--- src/rtl/uart_word_tx_pkg.sv ---
// Shared encodings and constants for the uart_word_tx slice.
// UART_WORD_TX_HEX_EN selects ASCII-hex framing (10 characters per word) instead of 4 raw bytes.
package uart_word_tx_pkg;

  typedef enum logic [2:0] {
    ST_IDLE  = 3'd0,
    ST_LOAD  = 3'd1,
    ST_START = 3'd2,
    ST_DATA  = 3'd3,
    ST_STOP  = 3'd4
  } tx_state_e;

  localparam int DEF_BIT_CYCLES = 50;

  localparam logic [7:0] ASCII_CR   = 8'h0D;
  localparam logic [7:0] ASCII_LF   = 8'h0A;
  localparam logic [7:0] ASCII_ZERO = 8'h30;
  localparam logic [7:0] ASCII_A    = 8'h41;

`ifdef UART_WORD_TX_HEX_EN
  localparam int BYTES_PER_WORD = 10;
`else
  localparam int BYTES_PER_WORD = 4;
`endif

  function automatic logic [7:0] hex_char(input logic [3:0] nib);
    if (nib < 4'd10) begin
      return ASCII_ZERO + {4'd0, nib};
    end else begin
      return ASCII_A + {4'd0, nib} - 8'd10;
    end
  endfunction

  // Index 0 is the most significant nibble.
  function automatic logic [3:0] hex_nibble(input logic [31:0] w, input logic [2:0] idx);
    return w[{3'd7 - idx, 2'b00} +: 4];
  endfunction

endpackage

--- src/rtl/uart_word_fifo.sv ---
// Synchronous word FIFO with registered full/empty flags; the caller qualifies push and pop.
module uart_word_fifo #(
  parameter int AW = 3,
  parameter int DW = 32
) (
  input  logic          clk,
  input  logic          rst_n,
  input  logic          i_push,
  input  logic [DW-1:0] i_wdata,
  input  logic          i_pop,
  output logic [DW-1:0] o_rdata,
  output logic          o_full,
  output logic          o_empty
);

  localparam logic [AW:0] DEPTH = {1'b1, {AW{1'b0}}};

  logic [DW-1:0] mem_q [2**AW];
  logic [AW-1:0] wr_ptr_q, wr_ptr_d;
  logic [AW-1:0] rd_ptr_q, rd_ptr_d;
  logic [AW:0]   count_q, count_d;
  logic          full_q, full_d;
  logic          empty_q, empty_d;

  always_comb begin
    wr_ptr_d = wr_ptr_q;
    rd_ptr_d = rd_ptr_q;
    count_d  = count_q;
    if (i_push) begin
      wr_ptr_d = wr_ptr_q + AW'(1);
    end else begin
      wr_ptr_d = wr_ptr_q;
    end
    if (i_pop) begin
      rd_ptr_d = rd_ptr_q + AW'(1);
    end else begin
      rd_ptr_d = rd_ptr_q;
    end
    case ({i_push, i_pop})
      2'b10:   count_d = count_q + (AW+1)'(1);
      2'b01:   count_d = count_q - (AW+1)'(1);
      default: count_d = count_q;
    endcase
    full_d  = (count_d == DEPTH);
    empty_d = (count_d == {(AW+1){1'b0}});
  end

  always_ff @(posedge clk) begin
    if (!rst_n) begin
      wr_ptr_q <= {AW{1'b0}};
      rd_ptr_q <= {AW{1'b0}};
      count_q  <= {(AW+1){1'b0}};
      full_q   <= 1'b0;
      empty_q  <= 1'b1;
    end else begin
      wr_ptr_q <= wr_ptr_d;
      rd_ptr_q <= rd_ptr_d;
      count_q  <= count_d;
      full_q   <= full_d;
      empty_q  <= empty_d;
    end
  end

  // Storage needs no reset: the pointers define which entries are valid.
  always_ff @(posedge clk) begin
    if (i_push) begin
      mem_q[wr_ptr_q] <= i_wdata;
    end
  end

  assign o_rdata = mem_q[rd_ptr_q];
  assign o_full  = full_q;
  assign o_empty = empty_q;

endmodule

--- src/rtl/uart_word_tx.sv ---
// Buffered 32-bit word UART transmitter, 8N1, LSB byte and LSB bit first.
// Define UART_WORD_TX_HEX_EN to send each word as 8 hex digits followed by CR LF.
module uart_word_tx
  import uart_word_tx_pkg::*;
#(
  parameter int BIT_CYCLES = DEF_BIT_CYCLES,
  parameter int FIFO_AW    = 3
) (
  input  logic        CLK,
  input  logic        RST_X,
  input  logic        i_we,
  input  logic [31:0] i_data,
  output logic        o_full,
  output logic        o_ovf,
  output logic        o_busy,
  output logic        o_txd
);

  localparam int            CW        = (BIT_CYCLES > 1) ? $clog2(BIT_CYCLES) : 1;
  localparam logic [CW-1:0] CNT_MAX   = CW'(BIT_CYCLES - 1);
  localparam logic [3:0]    LAST_BYTE = 4'(BYTES_PER_WORD - 1);

  tx_state_e     state_q, state_d;
  logic [CW-1:0] cnt_q, cnt_d;
  logic [2:0]    bit_idx_q, bit_idx_d;
  logic [3:0]    byte_idx_q, byte_idx_d;
  logic [31:0]   word_q, word_d;
  logic          txd_q, txd_d;
  logic          ovf_q, ovf_d;
  logic          busy_q, busy_d;

  logic          fifo_full, fifo_empty, fifo_pop, fifo_push;
  logic [31:0]   fifo_rdata;
  logic          wrap;
  logic [7:0]    nxt_byte;

  uart_word_fifo #(
    .AW (FIFO_AW),
    .DW (32)
  ) u_fifo (
    .clk     (CLK),
    .rst_n   (RST_X),
    .i_push  (fifo_push),
    .i_wdata (i_data),
    .i_pop   (fifo_pop),
    .o_rdata (fifo_rdata),
    .o_full  (fifo_full),
    .o_empty (fifo_empty)
  );

  always_comb begin
    state_d    = state_q;
    cnt_d      = cnt_q;
    bit_idx_d  = bit_idx_q;
    byte_idx_d = byte_idx_q;
    word_d     = word_q;
    fifo_pop   = 1'b0;
    wrap       = (cnt_q == CNT_MAX);
    case (state_q)
      ST_IDLE: begin
        cnt_d = {CW{1'b0}};
        if (!fifo_empty) begin
          state_d = ST_LOAD;
        end else begin
          state_d = ST_IDLE;
        end
      end
      ST_LOAD: begin
        fifo_pop   = 1'b1;
        word_d     = fifo_rdata;
        byte_idx_d = 4'd0;
        bit_idx_d  = 3'd0;
        cnt_d      = {CW{1'b0}};
        state_d    = ST_START;
      end
      ST_START: begin
        if (wrap) begin
          cnt_d     = {CW{1'b0}};
          bit_idx_d = 3'd0;
          state_d   = ST_DATA;
        end else begin
          cnt_d = cnt_q + CW'(1);
        end
      end
      ST_DATA: begin
        if (wrap) begin
          cnt_d = {CW{1'b0}};
          if (bit_idx_q == 3'd7) begin
            state_d = ST_STOP;
          end else begin
            bit_idx_d = bit_idx_q + 3'd1;
          end
        end else begin
          cnt_d = cnt_q + CW'(1);
        end
      end
      ST_STOP: begin
        if (wrap) begin
          cnt_d = {CW{1'b0}};
          if (byte_idx_q != LAST_BYTE) begin
            byte_idx_d = byte_idx_q + 4'd1;
`ifndef UART_WORD_TX_HEX_EN
            word_d     = {8'd0, word_q[31:8]};
`endif
            state_d    = ST_START;
          end else if (!fifo_empty) begin
            state_d = ST_LOAD;
          end else begin
            state_d = ST_IDLE;
          end
        end else begin
          cnt_d = cnt_q + CW'(1);
        end
      end
      default: begin
        cnt_d   = {CW{1'b0}};
        state_d = ST_IDLE;
      end
    endcase
  end

  // A pop in the same cycle frees a slot, so a write to a full FIFO is still taken then.
  always_comb begin
    fifo_push = i_we & (~fifo_full | fifo_pop);
    ovf_d     = ovf_q | (i_we & ~fifo_push);
    busy_d    = (state_d != ST_IDLE) | fifo_push | ~fifo_empty;
`ifdef UART_WORD_TX_HEX_EN
    if (byte_idx_d == 4'd8) begin
      nxt_byte = ASCII_CR;
    end else if (byte_idx_d == 4'd9) begin
      nxt_byte = ASCII_LF;
    end else begin
      nxt_byte = hex_char(hex_nibble(word_d, byte_idx_d[2:0]));
    end
`else
    nxt_byte = word_d[7:0];
`endif
    case (state_d)
      ST_START: txd_d = 1'b0;
      ST_DATA:  txd_d = nxt_byte[bit_idx_d];
      default:  txd_d = 1'b1;
    endcase
  end

  always_ff @(posedge CLK) begin
    if (!RST_X) begin
      state_q    <= ST_IDLE;
      cnt_q      <= {CW{1'b0}};
      bit_idx_q  <= 3'd0;
      byte_idx_q <= 4'd0;
      word_q     <= 32'd0;
      txd_q      <= 1'b1;
      ovf_q      <= 1'b0;
      busy_q     <= 1'b0;
    end else begin
      state_q    <= state_d;
      cnt_q      <= cnt_d;
      bit_idx_q  <= bit_idx_d;
      byte_idx_q <= byte_idx_d;
      word_q     <= word_d;
      txd_q      <= txd_d;
      ovf_q      <= ovf_d;
      busy_q     <= busy_d;
    end
  end

  assign o_full = fifo_full;
  assign o_ovf  = ovf_q;
  assign o_busy = busy_q;
  assign o_txd  = txd_q;

endmodule

--- config.mk ---
export PLATFORM = sky130hd
export DESIGN_NAME = uart_word_tx
export DESIGN_NICKNAME = d
export VERILOG_FILES = /design/src/rtl/uart_word_tx_pkg.sv /design/src/rtl/uart_word_fifo.sv /design/src/rtl/uart_word_tx.sv
export SDC_FILE = /design/constraint.sdc
export NUM_CORES = 1
export LEC_CHECK = 0
export BUFFER_PORTS_ARGS = -buffer_cell sky130_fd_sc_hd__buf_4
export CAP_MARGIN = 15
export CELL_PAD_IN_SITES_DETAIL_PLACEMENT = 1
export CELL_PAD_IN_SITES_GLOBAL_PLACEMENT = 1
export CORE_UTILIZATION = 49
export CTS_BUF_LIST = sky130_fd_sc_hd__clkbuf_16
export CTS_CLUSTER_SIZE = 28
export DETAILED_ROUTE_END_ITERATION = 8
export PLACE_DENSITY = 0.73
export SYNTH_ARGS = -nofsm -noshare
export SYNTH_HDL_FRONTEND = slang
export SYNTH_SLANG_ARGS = --single-unit
--- constraint.sdc ---
create_clock -name CLK -period 10.75 [get_ports CLK]
set_clock_uncertainty 0.05 [all_clocks]
set_input_delay 1.075 -clock CLK [delete_from_list [all_inputs] [get_ports CLK]]
set_output_delay 1.075 -clock CLK [all_outputs]
set_load 0.02 [all_outputs]
==> summary.md, run 1 <==
| Metric | Value |
|---|---|
| Arr. time, crit path | 3800 ps |
| Synth async-reset ratio | 0% |
| Global-route wire length before repair | 42.2 mm |
| CTS max path bufs | 3 |
| N_diodes | 0 |
| Die extent in x | 163 um |
| Slowest CP cell | dfxtp_1 |
| Worst-path clk slew | 60 ps |
| Largest net degree at the start of global routing | 58 |
| Count leader, synth | edfxtp_1 |
| Cell count after synthesis | 725 |
| Root Buffer | clkbuf_16 |
| Critical path type | reg2reg |
| Hold WS | 453 ps |
| Worst Setup Start Kind | register |
| Mapped Nets | 769 |
| Fin nets | 819 |
| Register area share after synthesis | 71.1% |
| PD cells | 209 mW/mm2 |
| Final RePlAce weighted congestion | 0.796 |
| Actual slew at the worst max-slew pin | 986 ps |
| #FFs+latches synth | 322 |
| Clk Latency, worst-skew pair | 510 ps |
| # Post-CTS Setup Buffers | 0 |
| Peak Freq | 293 MHz |
| Critical Path Sink Type | register |
| Share of cells above drive strength 1 | 22.7% |
| Vias per cell | 5.84 |
| Die Span Y | 163 um |
| Routed via count | 6607 |
| IO Count | 39 |
| Vias in the first global route | 7215 |
| Most frequent cells after synthesis | edfxtp_1, dfxtp_1, mux4_2 |
| Ys flop type | edfxtp_1 |
| Num rows | 58 |
| Syn Area/Cell | 17.5 um2 |
| Die area | 0.0265 mm2 |
| Initial Util | 50.2% |
| Drt pass-1 iters | 4 |
| CTS Sinks | 322 |
| Synth unique cells | 60 |
| Pleak | 0.00460 uW |
| Slew headroom | 34.1% |
| Final ANT Viol Nets | 0 |
| Max-slew violations | 0 |
| Initial antenna violation count | 0 |
| Synth Cell Area | 0.0127 mm2 |
| Max_cap viols | 0 |
| TritonCTS Buffers | 35 |
| CTS tree | yes |
| Endpoints failing setup | 0 |
| Wire per inst | 24.2 um |
| Hold Violations, Final | 0 |
| DRT iter0 DRCs | 433 |
| # port buffers | 38 |
| Max rail drop VDD | 0.126 mV |
| CP Data Required Time | 11140 ps |
| Tcrit/Tclk final | 31.8% |
| Post-synth EDFFs | 256 |
| # hold bufs at CTS | 0 |
| Synth warn | 0 |
| Status | complete, no violations |
| Area growth syn-to-layout | 13.8% |
| Slowest cell delay on critical path | 620 ps |
| Hold Crit Class | reg2reg |
| RSZ-0062 raised after global routing | false |
| Synth area leaders | edfxtp_1, mux4_2, dfxtp_1, mux2i_1, and2_1 |
| Crit-path max FO | 46 |
| GR Overflow Total | 0 |
| Synth top area share | 60.7% |
| Post-cts resize count | 0 |
| H-tree level count | 2 |
| Core ar. | 0.0253 mm2 |
| Total track usage | 21.5% |
| Area leader, netlist | edfxtp_1 |
| DR DRC count | 0 |
| Critical-path cell list | nor2b_1, nand2_1, buf_4, inv_1, ha_1, xor2_1, ha_1, a21oi_1, xor2_1, nor2_1, xnor2_1, o21ai_0, nor3b_1 |
| Post-DP HPWL | 15.9 mm |
| Crit path time final | 3420 ps |
| Setup_tns | 0 ps |
| Final wirelength | 27.4 mm |
==> metrics by stage <==
step	cells	worst slack, ps	cell area [um2]	util (%)	power [uW]
finish	1132	7330	14400	57.1	3010
global route	1132	6960	14400	57.1	3120
floorplan	725	5620	12700	-	1800
detailed placement	1068	7350	13300	52.9	1930
global placement	1068	7540	13300	52.9	1910
CTS	1132	7320	14400	57.1	3050
==> cells by family after synthesis <==
group | synth area share (%)
xor+xnor | 1.04
fa+ha+maj | 0.889
buf+inv | 1.45
mux | 13.8
compound gates | 4.30
simple gates | 7.35
flops | 71.1
==> placed cells by master, fill, tap and decap left out, types with 2 or more instances in the layout <==
master,instances
ha_1,9
and2_1,27
nand2_1,29
mux2i_1,29
edfxtp_1,256
nand4bb_1,2
nor4bb_1,2
a21oi_1,9
nand4_1,2
nor2_1,30
mux4_2,64
a211oi_1,2
mux2_2,2
nand2b_1,3
xnor2_1,10
a21boi_0,2
o21ai_1,2
clkinv_4,3
clkbuf_16,36
dfxtp_1,63
clkinv_2,5
nor3_2,4
o22ai_1,7
xor2_1,5
o31ai_1,3
inv_1,18
nand3_1,15
o311ai_1,2
nor2b_1,27
dfxtp_2,2
o21ai_0,12
a221oi_1,16
a31oi_1,7
nor3b_1,6
nor2_4,3
clkinv_1,5
and4bb_1,2
buf_4,50
o21a_1,2
==> path summary, 6_finish.rpt <==
path	startpoint	to	slack (ps)	cells past startpoint
max reg2reg	state_q[0]	u_fifo.o_full	7330	13
min	cnt_q[0]	cnt_q[0]	450	1
min reg2reg	cnt_q[0]	cnt_q[0]	450	1
max	state_q[0]	u_fifo.o_full	7330	13
==> registers in the layout, summed over array words and instances (netlist names), named ones only <==
signal	flops
bit_idx_q	3
u_fifo.wr_ptr_q	3
o_ovf	1
cnt_q	6
o_txd	1
byte_idx_q	4
u_fifo.rd_ptr_q	3
u_fifo.o_full	1
state_q	3
u_fifo.mem_q	256
u_fifo.o_empty	1
o_busy	1
u_fifo.count_q	4
word_q	32
==> layout make-up <==
type | instances | area [um2]
Clock buffer | 36 | 901
Fill cell | 2275 | 10800
Multi-Input combinational cell | 360 | 3520
Tap cell | 330 | 413
Timing Repair Buffer | 50 | 375
Sequential cell | 322 | 9010
Clock inverter | 28 | 170
Inverter | 6 | 22.5
==> power by group <==
group / leakage, uW / internal (uW) / switching, uW
Combinational: 0.00117 / 202 / 220
Sequential: 0.00286 / 1420 / 60.0
Clock: 0.000573 / 635 / 470
==> critical path, delay by kind of cell (launching register included) <==
kind / cells / cell delay (ps)
xor gates and xnor gates: 3 / 460
DFF: 1 / 620
adders and majority gates: 2 / 540
AOI/OAI and AO/OA: 2 / 320
buffers and inverters: 2 / 590
and+or+nand+nor: 4 / 760
==> per-layer routing <==
| layer | global-route usage, % | share of wire, % | vias up |
|---|---|---|---|
| li1 | - | - | 2972 |
| met1 | 27.1 | 42 | 3458 |
| met2 | 38.0 | 52 | 131 |
| met3 | 3.28 | 3.4 | 46 |
| met4 | 7.05 | 2.5 | 0 |
| met5 | 0 | 0 | - |
Note: power is estimated with default switching activity, not from simulation.
==> run 2: changes to the inputs <==
==> constraint.sdc (replaced) <==
create_clock -name CLK -period 3.3 [get_ports CLK]
set_clock_uncertainty 0.05 [all_clocks]
set_input_delay 0.33 -clock CLK [delete_from_list [all_inputs] [get_ports CLK]]
set_output_delay 0.33 -clock CLK [all_outputs]
set_load 0.02 [all_outputs]
==> run 2 against run 1 <==
Against the previous run: global-route usage is 0.33 points lower; wire length is 0.60% lower; design area is 2.2% higher; final cell count is 2.0% higher; setup slack worse by 7000 ps; die area stayed put; register-to-register slack worse by 7000 ps; fmax is 16% higher; sequential power grew to 3.2 times the previous value; critical endpoint unchanged; largest cell class unchanged.
==> summary.md, run 2 (synthesized netlist as in run 1, its figures left out) <==
| Metric | Value |
|---|---|
| Post-DP HPWL | 15.8 mm |
| Actual slew at the worst max-slew pin | 692 ps |
| Most common cell after layout, fill and taps aside | edfxtp_1 |
| IO Count | 39 |
| Share of cells above drive strength 1 | 23.2% |
| Max_cap viols | 0 |
| Critical path type | reg2reg |
| Final Non-Filler Cells | 1155 |
| Fin nets | 845 |
| PD cells | 675 mW/mm2 |
| Arr. time, crit path | 3310 ps |
| Pre-CTS setup slack | 155 ps |
| DR DRC count | 0 |
| CP Data Required Time | 3680 ps |
| Slowest CP cell | dfxtp_1 |
| Clk Latency, worst-skew pair | 500 ps |
| Slowest cell delay on critical path | 340 ps |
| Vias per cell | 5.83 |
| Drt pass-1 iters | 6 |
| Most flop-heavy register | u_fifo.mem_q |
| Global-route wire length before repair | 41.4 mm |
| Worst-path clk slew | 60 ps |
| TritonCTS Buffers | 34 |
| Max reg flops | 256 |
| Core ar. | 0.0253 mm2 |
| Initial antenna violation count | 0 |
| # port buffers | 38 |
| Largest net degree at the start of global routing | 58 |
| Wire per inst | 23.6 um |
| Status | complete, no violations |
| Crit path time final | 2940 ps |
| Tcrit/Tclk final | 89.0% |
| Hold Crit Class | in2reg |
| Num rows | 58 |
| N_diodes | 0 |
| H-tree level count | 2 |
| Max-slew violations | 0 |
| Root Buffer | clkbuf_16 |
| Setup ws final | 362 ps |
| Total track usage | 21.2% |
| CTS tree | yes |
| Die extent in x | 163 um |
| Slew headroom | 53.8% |
| Final wirelength | 27.2 mm |
| Initial Util | 50.2% |
| Family with the most delay on the worst path | simple AND/OR/NAND/NOR gates |
| Critical Path Sink Type | register |
| Worst Setup Start Kind | register |
| Endpoints failing setup | 0 |
| GR Overflow Total | 0 |
| Routed via count | 6734 |
| Critical-path cell list | nor2b_2, nand2_1, nand2_1, and2_2, clkinvlp_4, ha_1, xor2_1, ha_1, a21oi_1, xor2_1, nor2_1, xnor2_1, o21ai_0, nor3b_1 |
| RSZ-0062 raised after global routing | false |
| Die area | 0.0265 mm2 |
| Max rail drop VDD | 0.421 mV |
| Final RePlAce weighted congestion | 0.804 |
| CTS Sinks | 322 |
| DRT iter0 DRCs | 537 |
| CTS max path bufs | 3 |
| Regs by FF count | u_fifo.mem_q (256), word_q (32), cnt_q (6) |
| Hold Violations, Final | 0 |
| Final ANT Viol Nets | 0 |
| Die Span Y | 163 um |
| Area growth syn-to-layout | 16.4% |
| Pleak | 0.00472 uW |
| Dpl cells | 1075 |
| Crit-path max FO | 5 |
| Vias in the first global route | 7112 |
| Peak Freq | 340 MHz |
| Worst path bufs/invs | 1 |
| Most frequent cells in the layout | edfxtp_1, mux4_2, dfxtp_1, buf_4, clkbuf_16 |
## run 2: worst paths after layout
kind	startpoint	end	slack [ps]	depth (start not counted)
worst max-delay path	state_q[0]	u_fifo.o_full	360	14
worst min-delay path	i_data[19]	u_fifo.mem_q[5][19]	10	1
worst max register to register	state_q[0]	u_fifo.o_full	360	14
worst min register to register	cnt_q[0]	cnt_q[0]	430	1
## run 2: what timing repair did
action / 4_1_cts / 5_1_grt
hold buffers: 18 / 0
endpoints found under the setup margin: 0 / 2
setup buffers: 0 / 2
gates resized for setup: 0 / 3
hold endpoints to repair: 128 / 0
## run 2: metrics by stage
step / hold slack, ps / util [%] / TNS (ps) / power [uW] / instance area, um2
finish: 14.0 / 58.4 / 0 / 9950 / 14700
global route: 0.562 / 58.4 / 0 / 10300 / 14700
CTS: 0.212 / 58.3 / 0 / 10100 / 14700
detailed placement: 422 / 53.2 / 0 / 6320 / 13400
global placement: 397 / 53.2 / 0 / 6240 / 13400
floorplan: 379 / - / -90050 / 5870 / 12700
## run 2: final cells by class
cell class	instances	area, um2
well taps	330	413
fillers	2254	10500
multi-input cells	360	3540
clock buffers	37	926
repair buffers	77	648
inverters	6	26.3
flip-flops and latches	322	9010
clock inverters	23	173
## run 2: power by group
part	switching [uW]	internal, uW	leakage [uW]
Sequential	162	4630	0.00286
Clock	1470	2240	0.000569
Combinational	757	704	0.00129
## run 2: worst reg2reg max path, stage by stage, from the launching register on
cell and delay (ps):
dfxtp_1 340, nor2b_2 220, nand2_1 120, nand2_1 70, and2_2 220, clkinvlp_4 160, ha_1 290, xor2_1 200
ha_1 210, a21oi_1 170, xor2_1 170, nor2_1 80, xnor2_1 220, o21ai_0 170, nor3b_1 190
## run 2: layer usage
| metal | share of wire, % | track usage [%] |
|---|---|---|
| met3 | 2.8 | 3.18 |
| met4 | 2.3 | 6.80 |
| met1 | 44 | 27.9 |
| met2 | 51 | 36.2 |
| met5 | 0 | 0 |
==> run 3: changes to the inputs <==
--- a/config.mk
+++ b/config.mk
@@ -16,4 +16,5 @@
 export PLACE_DENSITY = 0.73
 export SYNTH_ARGS = -nofsm -noshare
 export SYNTH_HDL_FRONTEND = slang
+export SYNTH_HIERARCHICAL = 1
 export SYNTH_SLANG_ARGS = --single-unit
==> run 3 against run 2 <==
Against the previous run: design area is 1.3% higher; critical path depth down 3; synthesized area up 1.4%; sequential share of layout area decreased by 0.78 points; highest routed layer unchanged; hold slack got worse by 0.82 ps; critical path type unchanged; fmax rose by 0.49%; final cell count increased by 1.5%; wire length is essentially flat.
==> summary.md, run 3 <==
| Metric | Value |
|---|---|
| Syn Area/Cell | 17.8 um2 |
| Cell Int Power | 7230 uW |
| Slowest cell delay on critical path | 500 ps |
| CTS max path bufs | 3 |
| CTS Sinks | 322 |
| # Post-CTS Setup Buffers | 0 |
| Share of cells above drive strength 1 | 22.1% |
| Synth top area share | 59.9% |
| Final ANT Viol Nets | 0 |
| Cell count after synthesis | 723 |
| Logic gate share of total power | 14.0% |
| Count leader, synth | edfxtp_1 |
| Tcrit/Tclk final | 88.6% |
| Final RePlAce weighted congestion | 0.756 |
| Area growth syn-to-layout | 16.3% |
| N_diodes | 0 |
| PD cells | 640 mW/mm2 |
| Most frequent cells in the layout | edfxtp_1, buf_4, dfxtp_1, nand2_1, mux4_1 |
| Actual slew at the worst max-slew pin | 1090 ps |
| Initial antenna violation count | 0 |
| Reg area | 0.00901 mm2 |
| Clk Latency, worst-skew pair | 520 ps |
| Regs by FF count | u_fifo/mem_q (256), word_q (32), cnt_q (6) |
| Die extent in x | 164 um |
| Area leader, netlist | edfxtp_1 |
| Finished Cell Area | 0.0149 mm2 |
| Slew headroom | 26.9% |
| Hold Violations, Final | 0 |
| Wire per inst | 23.2 um |
| Drt pass-1 iters | 4 |
| Fillers | 2246 |
| Post-DP HPWL | 16.5 mm |
| Die Span Y | 164 um |
| Most flop-heavy register | u_fifo/mem_q |
| Reg power frac | 49.8% |
| Slowest CP cell | or3b_2 |
| Status | complete, no violations |
| Critical-path cell list | or3b_2, a21boi_0, inv_1, ha_1, xor2_1, ha_1, a21oi_1, xor2_1, nor2_1, xnor2_1, nor4b_2 |
| H-tree level count | 2 |
| Synth unique cells | 54 |
| NetSw | 2330 uW |
| Post-cts resize count | 0 |
| DRT iter0 DRCs | 597 |
| DR DRC count | 0 |
| Vias in the first global route | 7274 |
| Total track usage | 21.1% |
| Synth async-reset ratio | 0% |
| GR Overflow Total | 0 |
| Peak Freq | 342 MHz |
| Critical Path Sink Type | register |
| Max-slew violations | 0 |
| Post-synth EDFFs | 256 |
| CP Data Required Time | 3660 ps |
| Worst-path clk slew | 60 ps |
| Routed via count | 6754 |
| TritonCTS Buffers | 34 |
| Most common cell after layout, fill and taps aside | edfxtp_1 |
| Max reg flops | 256 |
| IO Count | 39 |
| Critical path type | reg2reg |
| Num rows | 58 |
| Die area | 0.0269 mm2 |
| Core ar. | 0.0255 mm2 |
| Most frequent cells after synthesis | edfxtp_1, dfxtp_1, nand2_1 |
| Sw frac | 24.4% |
| Endpoints failing setup | 0 |
| Synth area leaders | edfxtp_1, dfxtp_1, mux4_1, mux4_2, mux2_2 |
| Arr. time, crit path | 3290 ps |
| Synth warn | 6 |
| CTS tree | yes |
| Register area share after synthesis | 70.1% |
| R2R cell count | 11 |
| Hold Path Depth | 1 |
| # port buffers | 38 |
| Final wirelength | 27.2 mm |
| Crit path time final | 2920 ps |
| Max_cap viols | 0 |
| Initial Util | 50.4% |
| Mapped Nets | 767 |
| Fin nets | 863 |
| Pleak | 0.00496 uW |
| Synth Cell Area | 0.0128 mm2 |
| Worst Setup Start Kind | register |
| #FFs+latches synth | 322 |
| Max rail drop VDD | 0.444 mV |
| Area after DPL | 0.0136 mm2 |
| Root Buffer | clkbuf_16 |
| Share of total power in the clock network | 36.2% |
| Ys flop type | edfxtp_1 |
| Global-route wire length before repair | 41.6 mm |
| Vias per cell | 5.76 |
| Finished Core Util | 58.6% |
| Multi-input gate area | 0.00364 mm2 |
| Crit-path max FO | 7 |
| Hold Crit Class | in2reg |
| RSZ-0062 raised after global routing | false |
| # hold bufs at CTS | 29 |
| Largest net degree at the start of global routing | 47 |
run 3: cell count changes after synthesis, sizes merged, moves of 7 or more:
cell    change
inv        +12
a22oi      +22
nor2b      -23
nand2      +13
and2       -14
a21boi     +24
a221oi     -16
mux2i      -24
mux2       +30
clkbuf      -7
run 3: final timing paths:
check        slack, ps        from             endpoint
max                380  state_q[2]        u_fifo/o_full
max reg2reg        380  state_q[2]        u_fifo/o_full
min                 10  i_data[11]  u_fifo/mem_q[7][11]
min reg2reg        420  word_q[18]           word_q[18]
run 3: cell families (layout without fill, tap and decap cells):
group | count (synthesis) | count (layout) | share of synthesized area (%)
compound gates | 90 | 90 | 5.16
buf+inv | 53 | 172 | 2.05
xor+xnor | 14 | 14 | 0.955
mux | 101 | 101 | 15.6
fa+ha+maj | 9 | 9 | 0.877
flops | 322 | 322 | 70.1
simple gates | 134 | 134 | 5.22
run 3: critical path: cells and delay by family, from the launching register on:
family | cells | cell delay (ps)
XOR/XNOR | 3 | 620
AND/OR/NAND/NOR | 3 | 790
flip-flops | 1 | 360
AO/OA/AOI/OAI | 2 | 440
adder cells (fa/ha/maj) | 2 | 470
buffers and inverters | 1 | 100
run 3: metrics by stage:
step	TNS (ps)	total power, uW	setup slack [ps]	std cells	hold WS (ps)
6_report	0	9560	376	1172	13.2
5_1_grt	0	9900	151	1172	4.46
4_1_cts	0	9660	345	1172	0.475
3_5_place_dp	0	6170	370	1084	407
3_3_place_gp	0	6090	556	1084	390
2_1_floorplan	-72130	5760	-315	723	379
run 3: power by group through the flow:
stage | clock network, uW | registers (uW) | logic [uW]
after floorplan | 0 | 4770 | 989
after global placement | 0 | 4830 | 1260
after detailed placement | 0 | 4850 | 1320
after CTS | 3540 | 4770 | 1350
after global routing | 3670 | 4790 | 1440
final | 3460 | 4770 | 1340
run 3: area by class of cell:
class,instances,area share (%)
Inverter,18,0.453
Sequential cell,322,60.4
Clock buffer,34,5.70
Tap cell,330,2.77
Timing Repair Buffer,95,5.26
Multi-Input combinational cell,348,24.4
Clock inverter,25,1.08
run 3: routing by layer:
metal | share of wire (%) | track usage, %
met3 | 3.1 | 3.03
met1 | 44 | 27.2
met5 | 0 | 0
met4 | 1.8 | 6.36
met2 | 51 | 36.9
